[src/rtl/galetron_pkg.sv]
// Shared Galetron definitions: sequencer state encoding, next-PC select codes
// and the opcode map used by the control decoder.
package galetron_pkg;

    localparam int unsigned GaletronAddrWidth = 10;

    typedef enum logic [1:0] {
        StRun    = 2'd0,
        StWaitIn = 2'd1,
        StWaitHd = 2'd2,
        StHalted = 2'd3
    } seq_state_e;

    typedef enum logic [1:0] {
        PcHold   = 2'd0,
        PcIncr   = 2'd1,
        PcTarget = 2'd2
    } pc_sel_e;

    localparam int unsigned OpcodeWidth = 6;

    localparam logic [OpcodeWidth-1:0] OpNop     = 6'h00;
    localparam logic [OpcodeWidth-1:0] OpAdd     = 6'h01;
    localparam logic [OpcodeWidth-1:0] OpSub     = 6'h02;
    localparam logic [OpcodeWidth-1:0] OpAnd     = 6'h03;
    localparam logic [OpcodeWidth-1:0] OpOr      = 6'h04;
    localparam logic [OpcodeWidth-1:0] OpLoad    = 6'h10;
    localparam logic [OpcodeWidth-1:0] OpStore   = 6'h11;
    localparam logic [OpcodeWidth-1:0] OpHdStore = 6'h12;
    localparam logic [OpcodeWidth-1:0] OpIn      = 6'h20;
    localparam logic [OpcodeWidth-1:0] OpOut     = 6'h21;
    localparam logic [OpcodeWidth-1:0] OpJmp     = 6'h30;
    localparam logic [OpcodeWidth-1:0] OpBz      = 6'h31;
    localparam logic [OpcodeWidth-1:0] OpBn      = 6'h32;
    localparam logic [OpcodeWidth-1:0] OpHlt     = 6'h3f;

endpackage

[src/rtl/pc_next_logic.sv]
// Combinational next-PC selection: hold, sequential increment (wraps modulo
// 2^ADDR_WIDTH) or unmodified branch/jump target.
module pc_next_logic
    import galetron_pkg::*;
#(
    parameter int unsigned ADDR_WIDTH = GaletronAddrWidth
) (
    input  logic [ADDR_WIDTH-1:0] pc,
    input  logic [ADDR_WIDTH-1:0] target,
    input  pc_sel_e               sel,
    output logic [ADDR_WIDTH-1:0] pc_next
);

    always_comb begin
        pc_next = pc;
        case (sel)
            PcIncr:   pc_next = pc + ADDR_WIDTH'(1);
            PcTarget: pc_next = target;
            default:  pc_next = pc;
        endcase
    end

endmodule

[src/rtl/instruction_sequencer.sv]
// Galetron program-flow sequencer: PC, registered ALU flags, branch resolution
// and wait states for user input (IN), disk stores (HD) and halt.
module instruction_sequencer
    import galetron_pkg::*;
#(
    parameter int unsigned          ADDR_WIDTH = GaletronAddrWidth,
    parameter logic [ADDR_WIDTH-1:0] RESET_PC  = '0,
    parameter int unsigned          HD_TIMEOUT = 15
) (
    input  logic                  clock,
    input  logic                  reset,
    input  logic                  jump,
    input  logic                  bzero,
    input  logic                  bnegative,
    input  logic                  HLT,
    input  logic                  in_req,
    input  logic                  flag_write_hd,
    input  logic                  flag_update,
    input  logic [ADDR_WIDTH-1:0] target_addr,
    input  logic                  alu_zero,
    input  logic                  alu_negative,
    input  logic                  in_valid,
    input  logic                  hd_busy,
    output logic [ADDR_WIDTH-1:0] pc,
    output logic                  commit,
    output logic                  stall,
    output logic                  in_ack,
    output logic                  hd_start,
    output logic                  hd_error,
    output logic                  halted,
    output logic                  zero_flag,
    output logic                  negative_flag
);

    localparam int unsigned CntWidth = $clog2(HD_TIMEOUT + 1);

    seq_state_e            state_q, state_d;
    logic [ADDR_WIDTH-1:0] pc_q, pc_d;
    pc_sel_e               pc_sel;
    logic [CntWidth-1:0]   hd_cnt_q, hd_cnt_d, hd_cnt_inc;
    logic                  hd_err_q, hd_err_d;
    logic                  zero_q, neg_q;
    logic                  hd_expired;
    logic                  branch_taken;
    logic                  commit_raw, stall_raw, in_ack_raw, hd_start_raw;

    // Branches look only at the registered flags, never the same-cycle ALU.
    assign branch_taken = (bzero & zero_q) | (bnegative & neg_q);
    assign hd_cnt_inc   = hd_cnt_q + CntWidth'(1);
    assign hd_expired   = (hd_cnt_inc == CntWidth'(HD_TIMEOUT));

    pc_next_logic #(
        .ADDR_WIDTH(ADDR_WIDTH)
    ) u_pc_next (
        .pc      (pc_q),
        .target  (target_addr),
        .sel     (pc_sel),
        .pc_next (pc_d)
    );

    always_comb begin
        state_d      = state_q;
        pc_sel       = PcHold;
        hd_cnt_d     = hd_cnt_q;
        hd_err_d     = hd_err_q;
        commit_raw   = 1'b0;
        stall_raw    = 1'b0;
        in_ack_raw   = 1'b0;
        hd_start_raw = 1'b0;

        case (state_q)
            StRun: begin
                hd_cnt_d = '0;
                if (HLT) begin
                    state_d = StHalted;
                end else if (in_req) begin
                    if (in_valid) begin
                        in_ack_raw = 1'b1;
                        commit_raw = 1'b1;
                        pc_sel     = PcIncr;
                    end else begin
                        stall_raw = 1'b1;
                        state_d   = StWaitIn;
                    end
                end else if (flag_write_hd) begin
                    // A busy disk holds the store in RUN; hd_start fires only once idle.
                    if (hd_busy) begin
                        stall_raw = 1'b1;
                    end else begin
                        hd_start_raw = 1'b1;
                        commit_raw   = 1'b1;
                        state_d      = StWaitHd;
                    end
                end else if (jump) begin
                    commit_raw = 1'b1;
                    pc_sel     = PcTarget;
                end else if (bzero || bnegative) begin
                    commit_raw = 1'b1;
                    pc_sel     = branch_taken ? PcTarget : PcIncr;
                end else begin
                    commit_raw = 1'b1;
                    pc_sel     = PcIncr;
                end
            end

            StWaitIn: begin
                if (in_valid) begin
                    in_ack_raw = 1'b1;
                    commit_raw = 1'b1;
                    pc_sel     = PcIncr;
                    state_d    = StRun;
                end else begin
                    stall_raw = 1'b1;
                end
            end

            StWaitHd: begin
                stall_raw = 1'b1;
                hd_cnt_d  = hd_cnt_inc;
                if (!hd_busy || hd_expired) begin
                    pc_sel   = PcIncr;
                    state_d  = StRun;
                    hd_cnt_d = '0;
                    if (hd_busy) begin
                        hd_err_d = 1'b1;
                    end
                end
            end

            StHalted: begin
                stall_raw = 1'b1;
            end

            default: begin
                state_d = StRun;
            end
        endcase
    end

    // Handshake pulses and write enables are suppressed while reset is held.
    assign commit   = commit_raw & ~reset;
    assign stall    = stall_raw & ~reset;
    assign in_ack   = in_ack_raw & ~reset;
    assign hd_start = hd_start_raw & ~reset;

    always_ff @(posedge clock) begin
        if (reset) begin
            state_q  <= StRun;
            pc_q     <= RESET_PC;
            hd_cnt_q <= '0;
            hd_err_q <= 1'b0;
            zero_q   <= 1'b0;
            neg_q    <= 1'b0;
        end else begin
            state_q  <= state_d;
            pc_q     <= pc_d;
            hd_cnt_q <= hd_cnt_d;
            hd_err_q <= hd_err_d;
            if (commit_raw && flag_update) begin
                zero_q <= alu_zero;
                neg_q  <= alu_negative;
            end
        end
    end

    assign pc            = pc_q;
    assign hd_error      = hd_err_q;
    assign halted        = (state_q == StHalted);
    assign zero_flag     = zero_q;
    assign negative_flag = neg_q;

endmodule

[config.mk]
export PLATFORM = sky130hd
export DESIGN_NAME = instruction_sequencer
export DESIGN_NICKNAME = d
export VERILOG_FILES = /design/src/rtl/galetron_pkg.sv /design/src/rtl/pc_next_logic.sv /design/src/rtl/instruction_sequencer.sv
export SDC_FILE = /design/constraint.sdc
export NUM_CORES = 1
export LEC_CHECK = 0
export CORE_UTILIZATION = 42
export DETAILED_ROUTE_END_ITERATION = 12
export GPL_TIMING_DRIVEN = 0
export HOLD_SLACK_MARGIN = 0.02
export PLACE_DENSITY = 0.76
export SETUP_SLACK_MARGIN = 0.15
export SLEW_MARGIN = 20
export SYNTH_ARGS = -nofsm -noshare
export SYNTH_HDL_FRONTEND = slang
export SYNTH_SLANG_ARGS = --single-unit
[constraint.sdc]
create_clock -name clock -period 2.68 [get_ports clock]
set_input_delay 0.402 -clock clock [delete_from_list [all_inputs] [get_ports clock]]
set_output_delay 0.402 -clock clock [all_outputs]
set_load 0.02 [all_outputs]
==> reports/results.ini <==
[place]
pre_cts_ws_ns=-0.352
dp_hpwl_um=2720
place_congestion=0.828
numPortBuffers=39
dpl_cell_area_mm2=0.00183

[global_routing]
grtUsageTotal_pct=22.6
grt_pass1_vias=1413
grt_antenna_before_repair=0
grt_max_degree=12
grt_pass1_wl_um=6070
grt-ovfl-total=0

[yosys]
yosys.cell_types.count=40
synth_nets=209
netlist_instances=178
synth_edf_count=0
yosys_most_used_dff=dfxtp_1
synth-seq-area-share_pct=28.1
synthArstFlopShare_pct=0
ys.warnings.count=0
syn_avg_cell_area_um2=7.61
synthesis.area_mm2=0.00136
yosys_register_bits=19

[floorplan]
die_x_um=58.8
ios=41
core-area_mm2=0.00305
rows=20
initial_core_util_pct=44.4
fp.dieH_um=58.8
die_area_mm2=0.00346

[setup_path]
path_class=register to register
path_cells=ha_4 > or2b_1 > o21ai_2 > a31o_2 > o21ai_2 > a31o_2 > ha_2 > buf_8 > or4b_4 > a21oi_4 > nor3b_2
start_kind=register
slowest_delay_ns=0.53
end_kind=register
r2r_slack_ns=0.04
crit_fanout=8
arrival_ns=2.85
worst_ep_required_time_ns=2.88
crit_path_top_delay_cell=or4b_4

[route]
postRouteAntennaNets=0
drc_errors=0
vias=1534
drt_first_pass_iters=4
vias_per_cell=5.62
first_iter_violations=84
wl_per_cell_um=13.8
wl_um=3770

[clock_tree]
hold_buffers=0
clk_latency_ns=0.31
clockBufferDepth=2
cts_tree=built
numCtsBuffers=3
htreeDepth=1
clkTransAtPathRegs_ns=0.12
ctsRootBufferMaster=clkbuf_4
cts_sinks=19

[layout]
fillers=275
layout.nets=261
design_area_mm2=0.00200
synthToLayoutAreaGrowth_pct=47.8
drive_above_1_share_pct=18.3
antenna_cells=0

[hold_path]
hold_class=input pin to register

[timing]
final_hold_viol_count=0
finalMaxSlewViolations=0
fin_crit_sh_pct=98.6
fmaxAchievable_mhz=378
rsz0062_at_grt=true
finalSetupTns_ns=0
setup_slack_ns=0.0362
setup_violations=0
min_period_ns=2.64
skew_ns=0.00317
slew_headroom_pct=64.8
tightest_slew_ns=0.524

[run]
drv_cap=0

[power]
worst_ir_drop_vdd_uv=348
p_leak_uw=0.000744
power.density_mw_per_mm2=555
power_uw=1110

[outcome]
outcome=finished, final reports clean

==> metrics by stage <==
step | std cells | util (%) | hold WS [ns]
after global routing | 273 | 65.6 | 0.472
after global placement | 261 | 60.0 | 0.470
after CTS | 266 | 61.9 | 0.443
after floorplan | 178 | - | 0.469
final | 273 | 65.6 | 0.435
after detailed placement | 261 | 60.0 | 0.470
==> path summary, 6_finish.rpt <==
path,from,to,depth (start not counted)
setup reg to reg,hd_cnt_q[0],pc[7],11
hold reg to reg,hd_error,hd_error,2
setup / recovery,hd_cnt_q[0],pc[7],11
hold / removal,reset,pc[2],2
==> worst max-delay path, delay by kind of cell, from the launching register on <==
kind | cells | cell delay [ns]
AOI/OAI and AO/OA | 5 | 0.86
and+or+nand+nor | 3 | 0.81
DFF | 1 | 0.38
adders and majority gates | 2 | 0.35
buffers and inverters | 1 | 0.13
==> registers in the layout (all words and copies together) (netlist names) <==
register       flops
pc                10
negative_flag      1
zero_flag          1
state_q            2
hd_error           1
hd_cnt_q           4
==> timing repair <==
action / CTS / global route
setup buffers: 1 / 7
setup endpoints to repair: 13 / 12
resized for setup: 12 / 22
pin swaps: 1 / 10
==> cell families (layout without fill, tap and decap cells) <==
family / count (synthesis) / after routing / share of synthesized area, %
AND/OR/NAND/NOR: 79 / 79 / 33.8
adder cells (fa/ha/maj): 8 / 8 / 7.39
multiplexers: 3 / 3 / 2.22
AO/OA/AOI/OAI: 52 / 52 / 23.8
flip-flops: 19 / 19 / 28.1
buffers and inverters: 17 / 68 / 4.71
==> cell type report <==
class	instances	area (µm²)	share of cell area, %
Buffer	10	60.1	3.00
Clock buffer	3	22.5	1.12
Clock inverter	1	5.00	0.250
Inverter	7	26.3	1.31
Multi-Input combinational cell	142	1000	50.0
Sequential cell	19	388	19.4
Tap cell	44	55.1	2.75
Timing Repair Buffer	47	445	22.2
==> cell usage in the layout, fill, tap and decap left out, types with 4 or more instances in the layout <==
cell | netlist | final
dlygate4sd2_1 | 0 | 4
ha_1 | 8 | 5
nor2b_1 | 8 | 7
o21ai_0 | 16 | 15
dfxtp_1 | 19 | 17
inv_1 | 7 | 7
nand3_1 | 4 | 4
nor2_1 | 21 | 21
clkdlybuf4s50_1 | 0 | 35
nand2_1 | 11 | 11
a31oi_1 | 5 | 4
clkbuf_1 | 10 | 4
a21oi_1 | 15 | 14
nand2b_1 | 6 | 6
buf_4 | 0 | 10
==> synthesized netlist by cell type, types with 2 or more instances <==
master | n | area (µm²)
ha_1 | 8 | 100
a21oi_1 | 15 | 75.1
a31oi_1 | 5 | 31.3
nand3b_1 | 3 | 22.5
nor3_1 | 5 | 25.0
or4_1 | 2 | 15.0
clkbuf_1 | 10 | 37.5
inv_1 | 7 | 26.3
nand2b_1 | 6 | 37.5
a31o_2 | 2 | 17.5
o41ai_1 | 2 | 17.5
o21ai_0 | 16 | 80.1
nor3b_1 | 3 | 22.5
dfxtp_1 | 19 | 380
a311oi_1 | 3 | 26.3
mux2i_1 | 3 | 30.0
and2_1 | 2 | 12.5
nor4b_1 | 4 | 35.0
nand4_1 | 2 | 12.5
nand2_1 | 11 | 41.3
nor2_1 | 21 | 78.8
nor2b_1 | 8 | 50.1
nand3_1 | 4 | 20.0
==> report_power, final <==
part / internal [µW] / total [µW] / switching, µW
clock: 55.8 / 160 / 104
sequential: 317 / 361 / 44.1
combinational: 266 / 591 / 325
==> layer usage <==
layer	wire length, µm	track usage (%)	up-vias
met5	0	0	-
met4	34	8.50	0
met3	187	3.96	5
met2	1880	37.2	56
met1	1670	29.3	724
li1	-	-	749
No activity file was read; power rests on OpenSTA's default activity.
